==> config.mk <==
export PLATFORM = sky130hd
export DESIGN_NAME = bcd_cvt_arbiter_flat
export DESIGN_NICKNAME = d
export VERILOG_FILES = /design/src/rtl/bcd_cvt_arbiter_pkg.sv /design/src/rtl/bcd_cvt_arbiter_if.sv /design/src/rtl/bcd_cvt_arbiter_rr_pick.sv /design/src/rtl/bcd_cvt_arbiter.sv /design/src/flat_wrapper.sv
export SDC_FILE = /design/constraint.sdc
export NUM_CORES = 1
export LEC_CHECK = 0
export CAP_MARGIN = 0
export CORE_UTILIZATION = 38
export DETAILED_ROUTE_END_ITERATION = 12
export GPL_TIMING_DRIVEN = 0
export MAX_ROUTING_LAYER = met4
export PLACE_DENSITY_LB_ADDON = 0.3
export SLEW_MARGIN = 25
export SYNTH_ARGS = -nofsm -noshare
export SYNTH_HDL_FRONTEND = slang
export SYNTH_SLANG_ARGS = --single-unit
export TNS_END_PERCENT = 5
==> constraint.sdc <==
create_clock -name clk -period 2.64 [get_ports clk]
set_input_delay 0.792 -clock clk [delete_from_list [all_inputs] [get_ports clk]]
set_output_delay 0.792 -clock clk [all_outputs]
set_load 0.05 [all_outputs]
==> src/rtl/bcd_cvt_arbiter_pkg.sv <==
// Shared types and helpers for the round-robin BCD converter scheduler.
package bcd_cvt_arbiter_pkg;

  localparam int DATA_W_DEF = 16;
  localparam int BCD_W_DEF  = 20;

  typedef enum logic [2:0] {
    S_IDLE     = 3'd0,
    S_GRANT    = 3'd1,
    S_START    = 3'd2,
    S_WAIT_ACK = 3'd3,
    S_RUN      = 3'd4,
    S_DONE     = 3'd5,
    S_ERR      = 3'd6
  } state_t;

  // Index width for n requesters; never below one bit.
  function automatic int idx_w(input int n);
    return (n > 1) ? $clog2(n) : 1;
  endfunction

endpackage

==> src/rtl/bcd_cvt_arbiter_if.sv <==
// Requester and converter signals of the scheduler, grouped for port binding.
interface bcd_cvt_arbiter_if
  import bcd_cvt_arbiter_pkg::*;
#(
  parameter int N_REQ  = 4,
  parameter int DATA_W = DATA_W_DEF,
  parameter int BCD_W  = BCD_W_DEF
);
  localparam int IW = idx_w(N_REQ);

  // Requester side: req_i is a level held until the one-cycle ack_o pulse;
  // done_o/err_o later report the outcome for that same requester.
  // Converter side: cvt_start_o is a one-cycle pulse, cvt_busy_i is the
  // converter's ready-not, and cvt_bcd_i is valid when cvt_busy_i falls.
  logic [N_REQ-1:0]        req_i;
  logic [N_REQ*DATA_W-1:0] req_data_i;
  logic [N_REQ-1:0]        ack_o;
  logic [N_REQ-1:0]        done_o;
  logic [N_REQ-1:0]        err_o;
  logic [BCD_W-1:0]        result_o;
  logic [IW-1:0]           grant_id_o;
  logic                    busy_o;
  logic                    cvt_start_o;
  logic [DATA_W-1:0]       cvt_data_o;
  logic                    cvt_busy_i;
  logic [BCD_W-1:0]        cvt_bcd_i;

  modport master (
    input  req_i, req_data_i, cvt_busy_i, cvt_bcd_i,
    output ack_o, done_o, err_o, result_o, grant_id_o, busy_o,
           cvt_start_o, cvt_data_o
  );

  modport slave (
    output req_i, req_data_i, cvt_busy_i, cvt_bcd_i,
    input  ack_o, done_o, err_o, result_o, grant_id_o, busy_o,
           cvt_start_o, cvt_data_o
  );

endinterface

==> src/rtl/bcd_cvt_arbiter_rr_pick.sv <==
// Combinational round-robin picker: first set request at or above ptr, with wrap.
module bcd_cvt_arbiter_rr_pick
  import bcd_cvt_arbiter_pkg::*;
#(
  parameter  int N_REQ = 4,
  localparam int IW    = idx_w(N_REQ)
) (
  input  logic [N_REQ-1:0] req,
  input  logic [IW-1:0]    ptr,
  output logic [N_REQ-1:0] gnt,
  output logic [IW-1:0]    idx,
  output logic             vld
);

  always_comb begin
    logic [IW:0]   sum;
    logic [IW-1:0] k;
    gnt = '0;
    idx = '0;
    vld = 1'b0;
    sum = '0;
    k   = '0;
    for (int i = 0; i < N_REQ; i++) begin
      sum = {1'b0, ptr} + (IW+1)'(i);
      if (sum >= (IW+1)'(N_REQ)) sum = sum - (IW+1)'(N_REQ);
      k = sum[IW-1:0];
      if (!vld && req[k]) begin
        vld    = 1'b1;
        gnt[k] = 1'b1;
        idx    = k;
      end
    end
  end

endmodule

==> src/rtl/bcd_cvt_arbiter.sv <==
// Round-robin scheduler sharing one iterative binary-to-BCD converter among N_REQ requesters.
module bcd_cvt_arbiter
  import bcd_cvt_arbiter_pkg::*;
#(
  parameter int N_REQ   = 4,
  parameter int DATA_W  = DATA_W_DEF,
  parameter int BCD_W   = BCD_W_DEF,
  parameter int TIMEOUT = 64,
  parameter int ACK_TO  = 2
) (
  input  logic              clk,
  input  logic              rst_n,
  input  logic              en,
  bcd_cvt_arbiter_if.master bus,
  output state_t            dbg_state
);

  localparam int IW  = idx_w(N_REQ);
  localparam int WDW = $clog2(((TIMEOUT > ACK_TO) ? TIMEOUT : ACK_TO) + 1);

  state_t            state;
  logic [IW-1:0]     ptr;
  logic [WDW-1:0]    wd;
  logic [N_REQ-1:0]  gnt_q;
  logic [N_REQ-1:0]  ack_q, done_q, err_q;
  logic              start_q;
  logic [BCD_W-1:0]  result_q;
  logic [DATA_W-1:0] data_q;
  logic [IW-1:0]     gid_q;

  logic [N_REQ-1:0]  pick_oh;
  logic [IW-1:0]     pick_idx;
  logic              pick_vld;

  bcd_cvt_arbiter_rr_pick #(.N_REQ(N_REQ)) u_pick (
    .req (bus.req_i),
    .ptr (ptr),
    .gnt (pick_oh),
    .idx (pick_idx),
    .vld (pick_vld)
  );

  // Pulses are held in their registers while en is low and only shown once en returns.
  always_ff @(posedge clk) begin
    if (!rst_n) begin
      state    <= S_IDLE;
      ptr      <= '0;
      wd       <= '0;
      gnt_q    <= '0;
      ack_q    <= '0;
      done_q   <= '0;
      err_q    <= '0;
      start_q  <= 1'b0;
      result_q <= '0;
      data_q   <= '0;
      gid_q    <= '0;
    end else if (en) begin
      ack_q   <= '0;
      done_q  <= '0;
      err_q   <= '0;
      start_q <= 1'b0;
      case (state)
        S_IDLE: begin
          if (pick_vld) begin
            state  <= S_GRANT;
            gnt_q  <= pick_oh;
            ack_q  <= pick_oh;
            gid_q  <= pick_idx;
            data_q <= bus.req_data_i[pick_idx*DATA_W +: DATA_W];
            ptr    <= (pick_idx == IW'(N_REQ-1)) ? '0 : pick_idx + 1'b1;
          end
        end
        S_GRANT: begin
          state   <= S_START;
          start_q <= 1'b1;
          wd      <= '0;
        end
        S_START: state <= S_WAIT_ACK;
        S_WAIT_ACK: begin
          if (bus.cvt_busy_i) begin
            state <= S_RUN;
            wd    <= '0;
          end else if (wd == WDW'(ACK_TO-1)) begin
            state <= S_ERR;
            err_q <= gnt_q;
          end else begin
            wd <= wd + 1'b1;
          end
        end
        S_RUN: begin
          // Busy falling wins over a timeout expiring in the same cycle.
          if (!bus.cvt_busy_i) begin
            state    <= S_DONE;
            done_q   <= gnt_q;
            result_q <= bus.cvt_bcd_i;
          end else if (wd == WDW'(TIMEOUT-1)) begin
            state <= S_ERR;
            err_q <= gnt_q;
          end else begin
            wd <= wd + 1'b1;
          end
        end
        S_DONE:  state <= S_IDLE;
        S_ERR:   state <= S_IDLE;
        default: state <= S_IDLE;
      endcase
    end
  end

  assign bus.ack_o       = ack_q & {N_REQ{en}};
  assign bus.done_o      = done_q & {N_REQ{en}};
  assign bus.err_o       = err_q & {N_REQ{en}};
  assign bus.cvt_start_o = start_q & en;
  assign bus.result_o    = result_q;
  assign bus.grant_id_o  = gid_q;
  assign bus.cvt_data_o  = data_q;
  assign bus.busy_o      = (state != S_IDLE);
  assign dbg_state       = state;

endmodule

==> src/flat_wrapper.sv <==
// flat-port wrapper written by rule: the top's interface ports become plain ports
module bcd_cvt_arbiter_flat import bcd_cvt_arbiter_pkg::*;
#(
  parameter int N_REQ   = 4,
  parameter int DATA_W  = DATA_W_DEF,
  parameter int BCD_W   = BCD_W_DEF,
  parameter int TIMEOUT = 64,
  parameter int ACK_TO  = 2
)
  (clk, rst_n, en, dbg_state, bus_req_i, bus_req_data_i, bus_cvt_busy_i, bus_cvt_bcd_i, bus_ack_o, bus_done_o, bus_err_o, bus_result_o, bus_grant_id_o, bus_busy_o, bus_cvt_start_o, bus_cvt_data_o);
  bcd_cvt_arbiter_if #(.N_REQ(N_REQ), .DATA_W(DATA_W), .BCD_W(BCD_W)) bus_i ();
  input  logic clk;
  input  logic rst_n;
  input  logic en;
  output state_t dbg_state;
  input wire logic [$bits(bus_i.req_i)-1:0] bus_req_i;
  input wire logic [$bits(bus_i.req_data_i)-1:0] bus_req_data_i;
  input wire logic [$bits(bus_i.cvt_busy_i)-1:0] bus_cvt_busy_i;
  input wire logic [$bits(bus_i.cvt_bcd_i)-1:0] bus_cvt_bcd_i;
  output wire logic [$bits(bus_i.ack_o)-1:0] bus_ack_o;
  output wire logic [$bits(bus_i.done_o)-1:0] bus_done_o;
  output wire logic [$bits(bus_i.err_o)-1:0] bus_err_o;
  output wire logic [$bits(bus_i.result_o)-1:0] bus_result_o;
  output wire logic [$bits(bus_i.grant_id_o)-1:0] bus_grant_id_o;
  output wire logic [$bits(bus_i.busy_o)-1:0] bus_busy_o;
  output wire logic [$bits(bus_i.cvt_start_o)-1:0] bus_cvt_start_o;
  output wire logic [$bits(bus_i.cvt_data_o)-1:0] bus_cvt_data_o;
  assign bus_i.req_i = bus_req_i;
  assign bus_i.req_data_i = bus_req_data_i;
  assign bus_i.cvt_busy_i = bus_cvt_busy_i;
  assign bus_i.cvt_bcd_i = bus_cvt_bcd_i;
  assign bus_ack_o = bus_i.ack_o;
  assign bus_done_o = bus_i.done_o;
  assign bus_err_o = bus_i.err_o;
  assign bus_result_o = bus_i.result_o;
  assign bus_grant_id_o = bus_i.grant_id_o;
  assign bus_busy_o = bus_i.busy_o;
  assign bus_cvt_start_o = bus_i.cvt_start_o;
  assign bus_cvt_data_o = bus_i.cvt_data_o;
  bcd_cvt_arbiter #(.N_REQ(N_REQ), .DATA_W(DATA_W), .BCD_W(BCD_W), .TIMEOUT(TIMEOUT), .ACK_TO(ACK_TO)) u_core (.clk(clk), .rst_n(rst_n), .en(en), .bus(bus_i), .dbg_state(dbg_state));
endmodule
==> summary.txt <==
Floorplanning
  – Die H: 108 um
  – I/O pin count: 147
  – Die W: 108 um
  – Initial Util: 0.391
  – Core area: 10800 um^2
  – Row count: 38
  – Die ar.: 11600 um^2

Synthesis
  – Synth Flop Type: dfxtp_1
  – FFs w/ async S/R, synth: 0
  – Area fraction of the dominant cell type after synthesis: 0.317
  – Main area contributors after synthesis: dfxtp_1, a22oi_1, nand2_1
  – Syn nets: 635
  – EDFF count, synth: 0
  – Synthesis-stage register bit count: 67
  – Avg Inst Size Synth: 7.90 um^2
  – Distinct cells, synth: 55
  – YS warnings: 0
  – Post-synthesis sequential area ratio: 0.317
  – Synthesized cell area: 4240 um^2
  – Top cell type by total area after synthesis: dfxtp_1
  – Mapped Cells: 536

Global routing
  – Vias in the first global route: 4834
  – GRT Util Overall: 0.260
  – Congestion Overflow GR: 0
  – Largest net degree at the start of global routing: 12
  – First-pass GRT wire length: 23000 um
  – Initial antenna violation count: 0

Status
  – Outcome: finished, violations left
  – Failing checks: setup timing

Placement
  – Placed Area: 5940 um^2
  – Final weighted congestion in routability-driven placement: 0.946
  – Placed cell count: 820
  – HPWL Detailed: 10900 um
  – Buffers on Ports: 144

Timing
  – Slew Viols, Final: 0
  – Setup TNS: -106 ps
  – Fmax: 373 MHz
  – RSZ-0062 raised after global routing: yes
  – Min Tclk post-route: 2680 ps
  – Setup ws final: -42.2 ps
  – Max-slew headroom: 0.482
  – Setup Viol. Count Final: 5
  – Worst-margin pin slew: 771 ps
  – Hold Vio Cnt, Final: 0
  – Worst Skew: 8.24 ps
  – Tcrit/Tclk final: 1.02

Drt
  – Met2 Wirelength: 7250 um
  – Post-detailed-route count of antenna-violating nets: 0
  – Drt first-iter violations: 479
  – DRC: 0
  – Total Wirelength: 15000 um
  – Vias per cell: 5.99
  – WL met3: 1170 um
  – DR top layer: met4
  – Routed WL per cell: 17.7 um
  – DR pass1 iterations: 5
  – M1 wire length: 6290 um
  – DR vias: 5080

Job
  – Max cap viols: 0

Min path
  – Hold Path Class: flip-flop to flip-flop
  – Worst Hold Depth: 2

Final layout
  – Layout cell share with drive strength beyond 1: 0.160
  – Layout Cells excl Fill: 848
  – Area Growth Syn to Fin: 52.5%
  – Most common cell after layout, fill and taps aside: clkdlybuf4s50_1
  – Fin area: 6460 um^2
  – Final nets: 802
  – Fillers: 953
  – N_diodes: 0
  – Multi-input logic area: 2800 um^2
  – Most frequent cells in the layout: clkdlybuf4s50_1, dfxtp_1, nand2_1
  – FF+latch area: 1350 um^2

Critical path
  – CP Class: flip-flop to flip-flop
  – Startpoint Class: flip-flop
  – Worst path arrival time: 2930 ps
  – Slowest stage delay, CP: 590 ps
  – Critical-path cell list: buf_12 -> clkinvlp_4 -> ha_4 -> mux4_2 -> nor2_4 -> a21oi_4 -> buf_6 -> buf_12 -> a22oi_2 -> nand4_1 -> a32o_1
  – Worst EP required: 2880 ps
  – CP dominant cell by count: buf_12
  – Worst r2r path cells: 11
  – Worst Path Max Fanout: 6
  – Worst path slowest cell: mux4_2
  – Crit end category: flip-flop

Clocking
  – H-tree level count: 3
  – CTS clk-pin slew, worst paths: 80 ps
  – CTS buffer count: 9
  – Insertion delay to the later sink of the worst-skew pair: 360 ps
  – Sink Count: 67
  – CTS tree: built
  – Max clock buf depth: 2
  – Clk root buf: clkbuf_8

Power
  – Power Density: 624 nW/um^2
  – Total power: 4.03 mW
  – Lkg Pwr: 2.34 nW
  – VDD IR-drop max: 334 uV
[routing by layer]
metal	vias up	global-route usage
met5	-	-
met4	0	0.0978
met3	38	0.0599
met2	290	0.426
met1	2386	0.310
li1	2366	-
[metrics by stage]
stage          hold WS [ps]  worst slack, ps  utilization
6_report                458            -42.2        0.596
5_1_grt                 484             -137        0.596
3_3_place_gp            442            -1130        0.548
3_5_place_dp            450            -1160        0.548
4_1_cts                 460             -213        0.574
2_1_floorplan           453            -80.6            -
[synthesized netlist by cell type (14+ instances only)]
master	n
a32o_1	14
nand3_1	19
and2_1	16
nor2_1	26
a31oi_1	18
a22oi_1	35
nand2_1	62
and3_1	18
a41oi_1	14
nand4_1	33
dfxtp_1	67
buf_2	15
clkbuf_1	34
a21oi_1	39
[final cells by class]
cell class                      instances  area share
Buffer                                 52      0.0523
Timing Repair Buffer                  157       0.239
Multi-Input combinational cell        405       0.434
Inverter                               11     0.00697
Sequential cell                        67       0.209
Clock inverter                          4     0.00755
Tap cell                              140      0.0271
Clock buffer                           12      0.0240
[sequential cells by signal, summed over array words and instances (netlist names)]
| name | count |
|---|---|
| u_core.ack_q | 4 |
| u_core.gnt_q | 4 |
| u_core.bus.result_o | 20 |
| u_core.done_q | 4 |
| u_core.start_q | 1 |
| u_core.err_q | 4 |
| u_core.bus.grant_id_o | 2 |
| u_core.bus.cvt_data_o | 16 |
| u_core.ptr | 2 |
| u_core.wd | 7 |
| u_core.dbg_state | 3 |
[where the power goes]
group          internal [mW]  total, mW  switching, mW
clock                  0.487      0.891          0.405
combinational          0.841       1.98           1.14
sequential              1.09       1.16         0.0625
total                   2.42       4.03           1.61
[cells by family (layout without fill, tap and decap cells)]
logic type | count (synthesis) | after routing | share of synthesized area
buffers and inverters | 64 | 236 | 0.0656
XOR/XNOR | 7 | 7 | 0.0145
AO/OA/AOI/OAI | 169 | 169 | 0.283
AND/OR/NAND/NOR | 209 | 209 | 0.256
multiplexers | 13 | 13 | 0.0437
flip-flops | 67 | 67 | 0.317
adder cells (fa/ha/maj) | 7 | 7 | 0.0207
[timing repair]
item / 4_1_cts / 5_1_grt
setup endpoints to repair: 43 / 40
pin swaps: 0 / 16
gates cloned: 0 / 2
buffers inserted: 2 / 9
hold buffers: 0 / 0
resized for setup: 101 / 39
[worst max-delay path, delay by kind of cell (launching register included)]
kind | cells | cell delay (ps)
multiplexers | 1 | 590
flip-flops | 1 | 400
AO/OA/AOI/OAI | 3 | 480
adder cells (fa/ha/maj) | 1 | 290
AND/OR/NAND/NOR | 2 | 310
buffers and inverters | 4 | 480
[path summary, 6_finish.rpt]
| kind | start | endpoint | slack, ps |
|---|---|---|---|
| setup reg to reg | u_core.ptr[0] | u_core.bus.cvt_data_o[13] | -40 |
| hold / removal | u_core.bus.grant_id_o[0] | u_core.bus.grant_id_o[0] | 460 |
| hold reg to reg | u_core.bus.grant_id_o[0] | u_core.bus.grant_id_o[0] | 460 |
| setup / recovery | u_core.ptr[0] | u_core.bus.cvt_data_o[13] | -40 |
(Power assumes the default switching activity.)
